$ cat src/rtl/pipe_ctrl.sv
// ---------------------------------------------------------------------------
// pipe_ctrl -- pipeline control unit for the RV32I core.
//
// Sits between the execute stage and the pc_reg / if_id / id_ex stage
// registers. Converts execute-stage redirect and hold requests, plus
// instruction-bus wait, into PC-load, stall and flush controls. A redirect
// that arrives while the pipeline is stalled is parked in pending_addr and
// issued on the first un-stalled cycle. A debug halt handshake freezes the
// pipeline, and two performance counters track stalls and redirects.
//
// Ports
//   clk             core clock, rising edge
//   rst             asynchronous reset, active low
//   jump_en_i       redirect request from ex
//   jump_addr_i     redirect target from ex
//   hold_ex_i       ex multi-cycle operation busy
//   hold_bus_i      instruction bus wait
//   halt_req_i      debug halt request (level)
//   cnt_clr_i       synchronous clear of both counters
//   pc_jump_en_o    pc_reg loads pc_jump_addr_o
//   pc_jump_addr_o  redirect target
//   hold_*_o        stall pc_reg / if_id / id_ex
//   flush_*_o       load a NOP into if_id / id_ex
//   halt_ack_o      core halted (registered)
//   stall_cnt_o     cycles with hold_pc_o=1 outside HALT
//   flush_cnt_o     redirects issued
// ---------------------------------------------------------------------------
module pipe_ctrl #(
    parameter int CNT_W = 32
) (
    input  logic             clk,
    input  logic             rst,
    input  logic             jump_en_i,
    input  logic [31:0]      jump_addr_i,
    input  logic             hold_ex_i,
    input  logic             hold_bus_i,
    input  logic             halt_req_i,
    input  logic             cnt_clr_i,
    output logic             pc_jump_en_o,
    output logic [31:0]      pc_jump_addr_o,
    output logic             hold_pc_o,
    output logic             hold_if_id_o,
    output logic             hold_id_ex_o,
    output logic             flush_if_id_o,
    output logic             flush_id_ex_o,
    output logic             halt_ack_o,
    output logic [CNT_W-1:0] stall_cnt_o,
    output logic [CNT_W-1:0] flush_cnt_o
);

    typedef enum logic [1:0] {
        ST_RUN  = 2'd0,
        ST_PEND = 2'd1,
        ST_HALT = 2'd2
    } state_t;

    state_t             state_q, state_d;
    logic [31:0]        pending_addr_q, pending_addr_d;
    logic               halt_ack_q, halt_ack_d;
    logic [CNT_W-1:0]   stall_cnt_q, stall_cnt_d;
    logic [CNT_W-1:0]   flush_cnt_q, flush_cnt_d;

    logic               hold;
    logic               redirect;
    logic [31:0]        redirect_addr;
    logic               stall_all;

    assign hold = hold_ex_i | hold_bus_i;

    // Next-state and combinational control. The three hold outputs always
    // move together, so a single stall_all term drives them; likewise a
    // redirect always flushes both if_id and id_ex.
    always_comb begin
        state_d        = state_q;
        pending_addr_d = pending_addr_q;
        redirect       = 1'b0;
        redirect_addr  = 32'd0;
        stall_all      = 1'b0;

        case (state_q)
            ST_RUN: begin
                if (jump_en_i && !hold) begin
                    redirect      = 1'b1;
                    redirect_addr = jump_addr_i;
                end else if (jump_en_i) begin
                    // Redirect cannot be taken while stalled: park it.
                    stall_all      = 1'b1;
                    pending_addr_d = jump_addr_i;
                    state_d        = ST_PEND;
                end else if (hold) begin
                    stall_all = 1'b1;
                end else if (halt_req_i) begin
                    // Pipeline still advances this cycle; freeze from next.
                    state_d = ST_HALT;
                end
            end

            ST_PEND: begin
                // jump_en_i is ignored here: the held ex instruction keeps
                // re-presenting the same jump we already captured.
                if (hold) begin
                    stall_all = 1'b1;
                end else begin
                    redirect      = 1'b1;
                    redirect_addr = pending_addr_q;
                    state_d       = ST_RUN;
                end
            end

            ST_HALT: begin
                stall_all = 1'b1;
                if (!halt_req_i) begin
                    state_d = ST_RUN;
                end
            end

            default: begin
                state_d = ST_RUN;
            end
        endcase

        halt_ack_d = (state_d == ST_HALT);

        // Clear wins over increment in the same cycle.
        if (cnt_clr_i) begin
            stall_cnt_d = '0;
            flush_cnt_d = '0;
        end else begin
            stall_cnt_d = stall_cnt_q + CNT_W'(stall_all && (state_q != ST_HALT));
            flush_cnt_d = flush_cnt_q + CNT_W'(redirect);
        end
    end

    always_ff @(posedge clk or negedge rst) begin
        if (!rst) begin
            state_q        <= ST_RUN;
            pending_addr_q <= 32'd0;
            halt_ack_q     <= 1'b0;
            stall_cnt_q    <= '0;
            flush_cnt_q    <= '0;
        end else begin
            state_q        <= state_d;
            pending_addr_q <= pending_addr_d;
            halt_ack_q     <= halt_ack_d;
            stall_cnt_q    <= stall_cnt_d;
            flush_cnt_q    <= flush_cnt_d;
        end
    end

    // Combinational outputs are gated by rst so they read 0 for the whole
    // time reset is asserted, independent of the live request inputs.
    assign pc_jump_en_o   = rst & redirect;
    assign pc_jump_addr_o = rst ? redirect_addr : 32'd0;
    assign hold_pc_o      = rst & stall_all;
    assign hold_if_id_o   = rst & stall_all;
    assign hold_id_ex_o   = rst & stall_all;
    assign flush_if_id_o  = rst & redirect;
    assign flush_id_ex_o  = rst & redirect;

    assign halt_ack_o  = halt_ack_q;
    assign stall_cnt_o = stall_cnt_q;
    assign flush_cnt_o = flush_cnt_q;

endmodule

$ cat config.mk
export PLATFORM = sky130hd
export DESIGN_NAME = pipe_ctrl
export DESIGN_NICKNAME = d
export VERILOG_FILES = /design/src/rtl/pipe_ctrl.sv
export SDC_FILE = /design/constraint.sdc
export NUM_CORES = 1
export LEC_CHECK = 0
export BUFFER_PORTS_ARGS = -buffer_cell sky130_fd_sc_hd__buf_4
export CAP_MARGIN = 15
export CORE_AREA = 5 5 112 114
export DETAILED_ROUTE_END_ITERATION = 6
export DIE_AREA = 0 0 117 119
export GPL_TIMING_DRIVEN = 0
export MAX_ROUTING_LAYER = met4
export PLACE_DENSITY_LB_ADDON = 0.08
export SYNTH_ARGS = -nofsm -noshare
export SYNTH_HDL_FRONTEND = slang
export SYNTH_SLANG_ARGS = --single-unit
$ cat constraint.sdc
create_clock -name clk -period 7 [get_ports clk]
set_input_delay 0.35 -clock clk [delete_from_list [all_inputs] [get_ports clk]]
set_output_delay 0.35 -clock clk [all_outputs]
set_load 0.02 [all_outputs]
==> reports/qor.yml <==
outcome:
  status: "completed"
clock_network:
  cts_setup_buffers: 0
  cts_sinks: 99
  htree_levels: 3
  cts.clk_slew.worst_paths_ps: 60
  insertion_delay_ps: 340
  cts_root_buf: "clkbuf_16"
  cts.repair.resized: 0
  cts_buffers: 9
  cts.hold.buffers_added: 0
  cts_buffer_depth: 2
  cts_tree: "done"
layout:
  area_growth_pct: 30.1
  nFillCells: 1035
  final_layout_size_suffix_gt1_frac: 0.304
  antenna_cells: 0
  fin_util: 0.588
  final_nets: 705
yosys:
  synth_edf_count: 0
  synth_area_sq_um: 5120
  synth_common_cells: "dfrtp_1 (99), nor2_1 (40), a21oi_1 (35), mux2_2 (35), a22oi_1 (32)"
  synth.avg_cell_area_sq_um: 10.1
  netlist_instances: 509
  ys_warn_count: 0
  async_flop_share: 1.00
  yosysTopAreaCell: "dfrtp_1"
  synth.top_cell.area_share: 0.484
  synth.distinct_cells: 35
  syn_nets: 552
  synthMostInstantiatedCell: "dfrtp_1"
  synth.yosys.seq_area_share: 0.484
  ys_ff_latch: 99
  synth_area_leaders: "dfrtp_1 (48%), mux2_2 (7.7%), a22oi_1 (4.7%)"
  ys.flop_type: "dfrtp_1"
power_and_ir_drop:
  total_power_mw: 1.28
  ir_drop_uv: 206
  p_per_area_nw_per_um2: 193
  p_leak_nw: 2.85
run:
  maxCapViolCount: 0
global_route:
  grt_pass1_wl_um: 21500
  grt_max_degree: 56
  overflow: 0
  grt_antenna_before_repair: 0
  grt_pass1_vias: 4492
  track_usage: 0.197
timing:
  slew_headroom: 0.378
  fin_setup_tns_ps: 0
  hold_violations: 0
  fmax_mhz: 332
  period_needed_ps: 3010
  tightest_slew_ps: 920
  fin_skew_ps: 4.49
  post-route-period-util: 0.430
  setup_viol: 0
  drv_slew: 0
  rsz0062_at_grt: "no"
routing:
  drc: 0
  wl_per_cell_um: 16.2
  drt-initial-drc-count: 217
  finalWirelength_um: 13100
  antenna_left: 0
  dr.pass1.iters: 4
  vias: 4542
  post_drt_via_cell_ratio: 5.61
placed_design:
  dp_hpwl_um: 9750
  io_buffers: 141
  place_congestion: 0.818
worst_setup_path:
  arrival_ps: 2660
  critPathMaxFanout: 10
  worstPathRequired_ps: 6650
  r2r_cells: 9
  rrSetupSlack_ps: 4100
  end_kind: "output port"
  start_kind: "flop"
  worstSetupPathType: "reg -> out"
  r2r-end: "flush_cnt_o[30]"
  r2r-start: "state_q[0]"
floorplan:
  die_area_sq_um: 13900
  die_y_um: 119
  start_util: 0.452
  die_x_um: 117
  core_area_sq_um: 11300
  num_rows: 39
  io_pins: 142
worst_hold_path:
  hp-class: "in -> async"
[cell type report]
class / count / area (sq um) / share of cell area
Buffer: 35 / 154 / 0.0231
Clock buffer: 14 / 264 / 0.0396
Clock inverter: 2 / 10.0 / 0.00150
Inverter: 7 / 26.3 / 0.00395
Multi-Input combinational cell: 368 / 2460 / 0.370
Sequential cell: 99 / 2480 / 0.372
Tap cell: 143 / 179 / 0.0269
Timing Repair Buffer: 142 / 1090 / 0.163
[sequential cells by signal, summed over array words and instances (netlist names)]
register,cells
pending_addr_q,32
state_q,2
flush_cnt_o,32
stall_cnt_o,32
halt_ack_o,1
[metal layers]
metal / GRT usage / share of wire / vias to the layer above
met5: - / 0 / -
met4: 0.0545 / 0.017 / 0
met3: 0.0563 / 0.062 / 16
met2: 0.310 / 0.49 / 122
met1: 0.247 / 0.43 / 2214
li1: - / - / 2190
[worst max-delay path by stage]
stage,start,end,slack [ps]
2_1_floorplan,hold_bus_i,flush_cnt_o[30],4530
4_1_cts,state_q[1],pc_jump_addr_o[19],3980
6_report,state_q[1],pc_jump_addr_o[19],3990
3_5_place_dp,hold_bus_i,flush_cnt_o[30],3910
3_3_place_gp,hold_bus_i,flush_cnt_o[30],3940
5_1_grt,state_q[1],pc_jump_addr_o[19],3790
[metrics by stage]
step,hold WS [ps],setup slack [ps],std cells,area [sq um]
2_1_floorplan,54.4,4530,509,5120
3_3_place_gp,490,3940,793,6360
3_5_place_dp,423,3910,794,6390
4_1_cts,44.9,3980,810,6660
5_1_grt,75.7,3790,810,6660
6_report,25.6,3990,810,6660
[cell usage in the layout, fill, tap and decap left out, types with 2 or more instances in the layout]
cell type	instances
nand2_1	23
ha_1	4
mux2_2	35
clkbuf_8	2
nor4_1	5
xnor2_1	8
and2_1	4
a21oi_1	35
clkinv_2	2
and4_1	10
dfrtp_1	99
clkbuf_16	9
or3_1	12
inv_1	7
clkbuf_1	27
nand3_1	17
o31ai_1	23
nor3_1	4
nor2b_1	28
nand4_1	19
nand2b_1	2
o21ai_0	13
nor2_1	40
and3_1	6
xor2_1	14
buf_4	145
or4_1	25
buf_2	6
a22oi_1	32
nor3b_1	2
[critical path: stages, from the launching register on]
cell,delay [ps]
dfrtp_1,360
clkbuf_1,190
nor4b_1,800
clkbuf_1,440
a22oi_1,220
nor2b_1,150
buf_4,150
[cells by family after synthesis]
family	share of synthesized area
AOI/OAI and AO/OA	0.135
buffers and inverters	0.0352
adders and majority gates	0.00977
DFF	0.484
xor gates and xnor gates	0.0376
muxes	0.0770
and+or+nand+nor	0.222
[where the power goes]
part           internal, mW  switching (mW)
clock network         0.260           0.200
logic                0.0891          0.0829
registers             0.622          0.0277
total                 0.971           0.311
No activity file was read; power rests on OpenSTA's default activity.
